File: src/rtl/lcd_frame_arbiter.sv
// lcd_frame_arbiter: round-robin arbiter that streams one whole frame at a time
// from one of two byte sources to an LCD controller, at most one byte every two cycles.
module lcd_frame_arbiter #(
  parameter int FRAME_BYTES = 1024,
  parameter int ADDR_W      = 10
) (
  input  logic              clk,
  input  logic              rst,
  input  logic              req0,
  input  logic              req1,
  input  logic [7:0]        src0_data,
  input  logic [7:0]        src1_data,
  input  logic              en_tran,
  output logic              grant0,
  output logic              grant1,
  output logic [ADDR_W-1:0] rd_addr,
  output logic [7:0]        data_out,
  output logic              data_valid,
  output logic              frame_done
);

  typedef enum logic [1:0] {IDLE, FETCH, SEND, DONE} state_t;

  localparam logic [ADDR_W-1:0] LAST_ADDR = ADDR_W'(FRAME_BYTES - 1);

  state_t            state_q, state_d;
  logic              last_grant_q, last_grant_d;
  logic              grant0_d, grant1_d;
  logic              data_valid_d, frame_done_d;
  logic [ADDR_W-1:0] rd_addr_d;
  logic [7:0]        data_out_d;
  logic [7:0]        src_data;
  logic              pick1;

  assign src_data = grant1 ? src1_data : src0_data;

  // Source 1 wins when it is the only requester, or on a tie when source 0 was served last.
  assign pick1 = req1 & (~req0 | ~last_grant_q);

  always_comb begin
    // NOTE: every signal assigned here gets a default first, so no path can infer a latch.
    state_d      = state_q;
    last_grant_d = last_grant_q;
    grant0_d     = grant0;
    grant1_d     = grant1;
    rd_addr_d    = rd_addr;
    data_out_d   = data_out;
    data_valid_d = data_valid;
    frame_done_d = 1'b0;

    case (state_q)
      IDLE: begin
        grant0_d = 1'b0;
        grant1_d = 1'b0;
        if (req0 | req1) begin
          grant0_d     = ~pick1;
          grant1_d     = pick1;
          last_grant_d = pick1;
          rd_addr_d    = '0;
          state_d      = FETCH;
        end
      end

      FETCH: begin
        data_out_d   = src_data;
        data_valid_d = 1'b1;
        state_d      = SEND;
      end

      SEND: begin
        if (en_tran) begin
          data_valid_d = 1'b0;
          // The final byte ends the frame without touching rd_addr, so it never wraps.
          if (rd_addr == LAST_ADDR) begin
            grant0_d     = 1'b0;
            grant1_d     = 1'b0;
            frame_done_d = 1'b1;
            state_d      = DONE;
          end else begin
            rd_addr_d = rd_addr + ADDR_W'(1);
            state_d   = FETCH;
          end
        end
      end

      DONE: begin
        state_d = IDLE;
      end

      default: begin
        state_d = IDLE;
      end
    endcase
  end

  // NOTE: sequential state uses non-blocking assignments so all registers update together.
  always_ff @(posedge clk) begin
    if (rst) begin
      state_q      <= IDLE;
      last_grant_q <= 1'b1;
      grant0       <= 1'b0;
      grant1       <= 1'b0;
      rd_addr      <= '0;
      data_out     <= 8'h00;
      data_valid   <= 1'b0;
      frame_done   <= 1'b0;
    end else begin
      state_q      <= state_d;
      last_grant_q <= last_grant_d;
      grant0       <= grant0_d;
      grant1       <= grant1_d;
      rd_addr      <= rd_addr_d;
      data_out     <= data_out_d;
      data_valid   <= data_valid_d;
      frame_done   <= frame_done_d;
    end
  end

endmodule

File: config.mk
export PLATFORM = sky130hd
export DESIGN_NAME = lcd_frame_arbiter
export DESIGN_NICKNAME = d
export VERILOG_FILES = /design/src/rtl/lcd_frame_arbiter.sv
export SDC_FILE = /design/constraint.sdc
export NUM_CORES = 1
export LEC_CHECK = 0
export ABC_AREA = 1
export BUFFER_PORTS_ARGS = -buffer_cell sky130_fd_sc_hd__buf_2
export CAP_MARGIN = 10
export CORE_ASPECT_RATIO = 1.5
export CORE_MARGIN = 10
export CORE_UTILIZATION = 45
export DETAILED_ROUTE_END_ITERATION = 10
export PLACE_DENSITY_LB_ADDON = 0.08
export SLEW_MARGIN = 0
export SYNTH_ARGS = -nofsm -noshare
export SYNTH_HDL_FRONTEND = slang
export SYNTH_SLANG_ARGS = --single-unit
File: constraint.sdc
create_clock -name clk -period 1.45 [get_ports clk]
set_clock_uncertainty 0.05 [all_clocks]
set_input_delay 0.29 -clock clk [delete_from_list [all_inputs] [get_ports clk]]
set_output_delay 0.29 -clock clk [all_outputs]
set_load 0.05 [all_outputs]
==> results.sh, run 1 <==
export IMPL_synth_compound_area_share_pct=14.9
export IMPL_synth_seq_area_share_pct=37.6
export IMPL_hold_path_startpoint="src1_data[1]"
export IMPL_drt_drc_violations_left=0
export IMPL_drtAntennaViolNets=0
export IMPL_die_area_um2=5580
export IMPL_top_usage_layer="met2"
export IMPL_post_synth_cell_area_avg_um2=6.83
export IMPL_yosys_top_cells_area="sky130_fd_sc_hd__dfxtp_1 38%, sky130_fd_sc_hd__nand2_1 13%, sky130_fd_sc_hd__a21oi_1 7.5%"
export IMPL_maxSlewViolCount=0
export IMPL_clock_insertion_delay_worst_skew_ps=270
export IMPL_vias=1405
export IMPL_syn_cell_area_um2=1330
export IMPL_core_region_area_um2=2880
export IMPL_max_slew_worst_pin_slew_ps=334
export IMPL_drt_total_wl_mm=3.71
export IMPL_synth_area_leader_cell="sky130_fd_sc_hd__dfxtp_1"
export IMPL_hold_buffers=0
export IMPL_timing_hold_worst_endpoint="data_out[1]"
export IMPL_ys_warnings=0
export IMPL_rr_endpoint="rd_addr[7]"
export IMPL_grt_max_degree=14
export IMPL_ff2ff_path_depth=9
export IMPL_synth_xor_area_share_pct=0.658
export IMPL_port_buffer_count=42
export IMPL_final_util_pct=62.3
export IMPL_grt_remaining_overflow=0
export IMPL_fin_crit_sh_pct=99.0
export IMPL_layout_nets=273
export IMPL_muxShareOfSynthArea_pct=0
export IMPL_number_of_global_route_vias_before_repair=1445
export IMPL_main_combinational_cell_family_by_area_after_synthesis="simple AND/OR/NAND/NOR gates"
export IMPL_timing_critical_path_cells="ha_4, nand2_4, nor2_4, nand4_4, buf_12, nand3_1, nand2_1, inv_1, nor2_1"
export IMPL_fmaxAchievable_ghz=0.696
export IMPL_timing_critical_path_fanout_max=6
export IMPL_finish_cell_count_without_fillers=289
export IMPL_cts_buffers=3
export IMPL_placed_area_um2=1680
export IMPL_fp_dieH_um=86.6
export IMPL_numClockSinks=25
export IMPL_route_detailed_wl_per_inst_um=12.8
export IMPL_initial_antenna_violation_count=0
export IMPL_synthAdderAreaFrac_pct=0.940
export IMPL_grt_setup_unrepaired="yes"
export IMPL_drt_first_iter_violations=48
export IMPL_critPathLaunchType="flop"
export IMPL_floorplan_io_pins=43
export IMPL_met3_global_route_usage_pct=4.01
export IMPL_worst_ep_arrival_time_ps=1560
export IMPL_grt_met1_usage_pct=13.6
export IMPL_dr_pass1_iters=4
export IMPL_outcome="complete, no violations"
export IMPL_cp_top_family="simple AND/OR/NAND/NOR gates"
export IMPL_crit_path_end_kind="flop"
export IMPL_cts_tree="yes"
export IMPL_leakage_nw=0.865
export IMPL_setup_worst_path_class="flop to flop"
export IMPL_max_cap_violations=0
export IMPL_grt_pass1_wl_mm=6.21
export IMPL_timing_slew_headroom_pct=77.5
export IMPL_finalSetupViolations=0
export IMPL_timing_final_crit_period_ps=1440
export IMPL_timing_reg2reg_setup_slack_ps=10
export IMPL_placedCellCount=282
export IMPL_number_of_antenna_cells_inserted=0
export IMPL_cell_count_after_synthesis=195
export IMPL_r2r_start="rd_addr[1]"
export IMPL_layout_cell_area_non_filler_um2=1800
export IMPL_path_buf_inv=2
export IMPL_vias_per_cell=4.86
export IMPL_h_tree_depth=1
export IMPL_timing_final_hold_violations=0
export IMPL_clock_root_cell="sky130_fd_sc_hd__clkbuf_8"
export IMPL_dp_hpwl_mm=2.93
export IMPL_buffer_depth_of_the_longest_clock_path=2
export IMPL_mostFrequentLayoutCells="42 x sky130_fd_sc_hd__nand2_1, 42 x sky130_fd_sc_hd__buf_2, 23 x sky130_fd_sc_hd__inv_1, 19 x sky130_fd_sc_hd__nor2_1, 19 x sky130_fd_sc_hd__a21oi_1"
export IMPL_synthSimpleGateAreaFrac_pct=35.3
export IMPL_clkTransAtPathRegs_ps=90
export IMPL_hold_path_cells=3
export IMPL_synth_top_cell_area_share_pct=37.6
export IMPL_finalWeightedCongestion=0.849
export IMPL_required_ps=1570
export IMPL_ys_seq_elements=25
export IMPL_start_util_pct=46.2
export IMPL_cellPowerDensity_nw_per_um2=965
export IMPL_cp_slowest_cell="sky130_fd_sc_hd__dfxtp_4"
export IMPL_groute_layer_met2_usage_pct=24.1
export IMPL_synth_cell_type_count=25
export IMPL_crit_path_max_incr_delay_ps=390
export IMPL_horizontal_die_dimension_um=64.4
export IMPL_peakVddDrop_v=0.000660
export IMPL_synth_nets=217
export IMPL_globalRouteTotalUtil_pct=13.1
export IMPL_placement_rows=24
export IMPL_flow_area_growth_from_synthesis_pct=34.9
export IMPL_timing_hold_worst_class="input port to flop"
export IMPL_drive_gt1_share_pct=35.6
export IMPL_p_total_mw=1.73
-- final cells by class --
| cell class | instances | area (um2) |
|---|---|---|
| Clock buffer | 4 | 45.0 |
| Fill cell | 293 | 1090 |
| Inverter | 25 | 93.8 |
| Multi-Input combinational cell | 139 | 734 |
| Sequential cell | 25 | 520 |
| Tap cell | 39 | 48.8 |
| Timing Repair Buffer | 57 | 353 |
-- state kept, by name, summed over array words and instances (netlist names) --
signal        flops
rd_addr          10
frame_done        1
state_q           2
grant1            1
data_valid        1
data_out          8
grant0            1
last_grant_q      1
-- cells in the mapped netlist --
| cell | number |
|---|---|
| sky130_fd_sc_hd__dfxtp_1 | 25 |
| sky130_fd_sc_hd__and2_1 | 2 |
| sky130_fd_sc_hd__buf_4 | 2 |
| sky130_fd_sc_hd__nand3_1 | 19 |
| sky130_fd_sc_hd__nand3_2 | 3 |
| sky130_fd_sc_hd__a31oi_1 | 1 |
| sky130_fd_sc_hd__a21oi_1 | 20 |
| sky130_fd_sc_hd__inv_1 | 23 |
| sky130_fd_sc_hd__nand2_1 | 45 |
| sky130_fd_sc_hd__o21ai_0 | 12 |
| sky130_fd_sc_hd__nand4_1 | 2 |
| sky130_fd_sc_hd__nor2_1 | 21 |
| sky130_fd_sc_hd__a21oi_2 | 2 |
| sky130_fd_sc_hd__nand4_4 | 1 |
| sky130_fd_sc_hd__buf_2 | 1 |
| sky130_fd_sc_hd__nor3_1 | 2 |
| sky130_fd_sc_hd__nor2_2 | 1 |
| sky130_fd_sc_hd__buf_6 | 2 |
| sky130_fd_sc_hd__clkinv_1 | 2 |
| sky130_fd_sc_hd__a21boi_0 | 2 |
| sky130_fd_sc_hd__xor2_1 | 1 |
| sky130_fd_sc_hd__nand2_2 | 2 |
| sky130_fd_sc_hd__ha_1 | 1 |
| sky130_fd_sc_hd__clkbuf_1 | 1 |
| sky130_fd_sc_hd__nor2_4 | 2 |
-- metrics by stage --
step / setup WS [ps] / TNS, ps / hold slack [ps]
2_1_floorplan: 1.42 / 0 / 302
3_3_place_gp: 75.5 / 0 / 388
3_5_place_dp: -2.85 / -2.85 / 401
4_1_cts: 4.07 / 0 / 207
5_1_grt: -66.0 / -434 / 218
6_report: 13.8 / 0 / 206
-- tightest hold or removal path, cell delays in order --
cell                      delay [ps]
sky130_fd_sc_hd__buf_2            90
sky130_fd_sc_hd__nand2_1          50
sky130_fd_sc_hd__a21oi_1          50
-- repair_timing --
| item | CTS | global route |
|---|---|---|
| endpoints found under the setup margin | 3 | 12 |
| setup buffers | 0 | 2 |
| gates resized for setup | 0 | 9 |
| pin swaps | 1 | 3 |
| cloned | 0 | 1 |
-- logic make-up after synthesis --
family          Yosys count
simple gates            100
compound gates           37
flops                    25
xor+xnor                  1
buf+inv                  31
fa+ha+maj                 1
-- worst max path at each step --
stage,startpoint,endpoint,slack [ps],cells past startpoint
after floorplan,rd_addr[1],rd_addr[4],1,8
after global placement,rd_addr[1],grant0,80,7
after detailed placement,rd_addr[1],rd_addr[7],-3,9
after CTS,rd_addr[1],rd_addr[7],4,9
after global routing,rd_addr[1],rd_addr[7],-70,9
final,rd_addr[1],rd_addr[7],10,9
-- layer usage --
| metal | vias to the layer above | part of all wire, % |
|---|---|---|
| li1 | 737 | - |
| met1 | 624 | 41 |
| met2 | 39 | 52 |
| met3 | 5 | 5.9 |
| met4 | 0 | 1.3 |
| met5 | - | 0 |
-- where the power goes --
group	internal [mW]	switching, mW
clock	0.197	0.225
sequential	0.739	0.0360
combinational	0.169	0.367
Note: power is estimated with default switching activity, not from simulation.
==> run 2: changes to the inputs <==
Settings changed: ABC_CLOCK_PERIOD_IN_PS set to 1450, SETUP_SLACK_MARGIN set to 0.2, TNS_END_PERCENT set to 100.
==> results.sh, run 2 (synthesis gave the netlist of run 1 again) <==
export IMPL_number_of_global_route_vias_before_repair=1592
export IMPL_required_ps=1600
export IMPL_grt_pass1_wl_mm=6.62
export IMPL_layout_top_registers="rd_addr x10, data_out x8, state_q x2"
export IMPL_timing_hold_worst_class="input port to flop"
export IMPL_largest_register_ffs=10
export IMPL_finalSetupViolations=0
export IMPL_cellPowerDensity_nw_per_um2=930
export IMPL_dpl_worst_slack_ps=48.4
export IMPL_die_area_um2=5580
export IMPL_globalRouteTotalUtil_pct=14.0
export IMPL_fmaxAchievable_ghz=0.741
export IMPL_outcome="complete, no violations"
export IMPL_worst_slack_ps=100
export IMPL_finish_cell_count_without_fillers=291
export IMPL_clock_root_cell="sky130_fd_sc_hd__clkbuf_8"
export IMPL_initial_antenna_violation_count=0
export IMPL_critPathLaunchType="flop"
export IMPL_total_neg_setup_slack_ps=0
export IMPL_horizontal_die_dimension_um=64.4
export IMPL_timing_final_hold_violations=0
export IMPL_drt_drc_violations_left=0
export IMPL_route_detailed_wl_per_inst_um=13.4
export IMPL_fin_crit_sh_pct=93.1
export IMPL_cp_slowest_cell="sky130_fd_sc_hd__dfxtp_4"
export IMPL_floorplan_io_pins=43
export IMPL_start_util_pct=46.2
export IMPL_setup_worst_path_class="flop to flop"
export IMPL_layout_cells_most_common="sky130_fd_sc_hd__nand2_1"
export IMPL_max_cap_violations=0
export IMPL_h_tree_depth=1
export IMPL_leakage_nw=0.885
export IMPL_hold_path_cells=3
export IMPL_maxSlewViolCount=0
export IMPL_crit_path_end_kind="flop"
export IMPL_clkTransAtPathRegs_ps=100
export IMPL_grt_remaining_overflow=0
export IMPL_placedCellCount=280
export IMPL_dp_hpwl_mm=2.93
export IMPL_drive_gt1_share_pct=44.0
export IMPL_regMostFlops="rd_addr"
export IMPL_timing_slew_headroom_pct=75.8
export IMPL_numClockSinks=25
export IMPL_clock_insertion_delay_worst_skew_ps=270
export IMPL_layout_filler_cells=240
export IMPL_timing_critical_path_cells="ha_4, nand2_4, nor2_4, nand4_4, buf_6, nand3_2, nand2_1, a21oi_2"
export IMPL_crit_path_max_incr_delay_ps=380
export IMPL_vias=1478
export IMPL_core_region_area_um2=2880
export IMPL_max_slew_worst_pin_slew_ps=360
export IMPL_fp_dieH_um=86.6
export IMPL_timing_critical_path_fanout_max=8
export IMPL_worst_ep_arrival_time_ps=1500
export IMPL_flow_area_growth_from_synthesis_pct=45.6
export IMPL_layout_nets=275
export IMPL_drtAntennaViolNets=0
export IMPL_number_of_antenna_cells_inserted=0
export IMPL_buffer_depth_of_the_longest_clock_path=2
export IMPL_finalWeightedCongestion=0.822
export IMPL_timing_final_crit_period_ps=1350
export IMPL_grt_setup_unrepaired="yes"
export IMPL_cts_buffers=3
export IMPL_final_util_pct=67.2
export IMPL_port_buffer_count=42
export IMPL_placement_rows=24
export IMPL_ff2ff_path_depth=8
export IMPL_vias_per_cell=5.08
export IMPL_peakVddDrop_v=0.000761
export IMPL_cts_tree="yes"
export IMPL_path_buf_inv=1
export IMPL_path_depth=8
export IMPL_mostFrequentLayoutCells="42 x sky130_fd_sc_hd__nand2_1, 28 x sky130_fd_sc_hd__buf_2, 22 x sky130_fd_sc_hd__inv_1, 18 x sky130_fd_sc_hd__a21oi_1"
export IMPL_drt_first_iter_violations=45
export IMPL_dr_pass1_iters=4
export IMPL_drt_total_wl_mm=3.90
export IMPL_cp_top_family="simple AND/OR/NAND/NOR gates"
export IMPL_grt_max_degree=20
run 2: where the power goes:
group / switching, mW / total, mW / internal, mW
clock network: 0.228 / 0.420 / 0.192
registers: 0.0438 / 0.784 / 0.740
logic: 0.388 / 0.599 / 0.211
total: 0.660 / 1.80 / 1.14
run 2: metal layers:
layer / vias up / global-route usage [%] / routed length (um)
met4: 0 / 3.91 / 41
met3: 6 / 4.01 / 235
li1: 742 / - / -
met5: - / 0 / 0
met1: 684 / 14.0 / 1570
met2: 46 / 26.8 / 2060
run 2: tightest hold or removal path, cell delays in order:
cell	delay (ps)
sky130_fd_sc_hd__buf_2	100
sky130_fd_sc_hd__nand2_1	50
sky130_fd_sc_hd__a21oi_1	50
run 2: per-stage QoR:
step	total power, mW	hold WS (ps)	area (um2)
after global routing	1.90	227	1940
final	1.80	203	1940
after global placement	1.30	387	1690
after CTS	1.78	207	1860
after floorplan	1.17	302	1400
after detailed placement	1.32	393	1690
run 2: final timing paths:
check | endpoint | slack (ps) | start
max reg2reg | rd_addr[6] | 100 | rd_addr[1]
min reg2reg | rd_addr[6] | 420 | rd_addr[6]
min | data_out[3] | 200 | src1_data[3]
max | rd_addr[6] | 100 | rd_addr[1]
run 2: what timing repair did:
action | 4_1_cts | 5_1_grt
pin swaps | 9 | 7
gates resized for setup | 28 | 22
buffers inserted | 4 | 2
gates cloned | 1 | 0
hold buffers | 0 | 0
setup endpoints to repair | 21 | 24
run 2: area by class of cell:
type                            count  area, um2  share of cell area [%]
Clock buffer                        3       41.3                    2.13
Clock inverter                      1       5.00                   0.258
Inverter                           25       93.8                    4.84
Multi-Input combinational cell    139        817                    42.2
Sequential cell                    25        529                    27.3
Tap cell                           39       48.8                    2.52
Timing Repair Buffer               59        403                    20.8
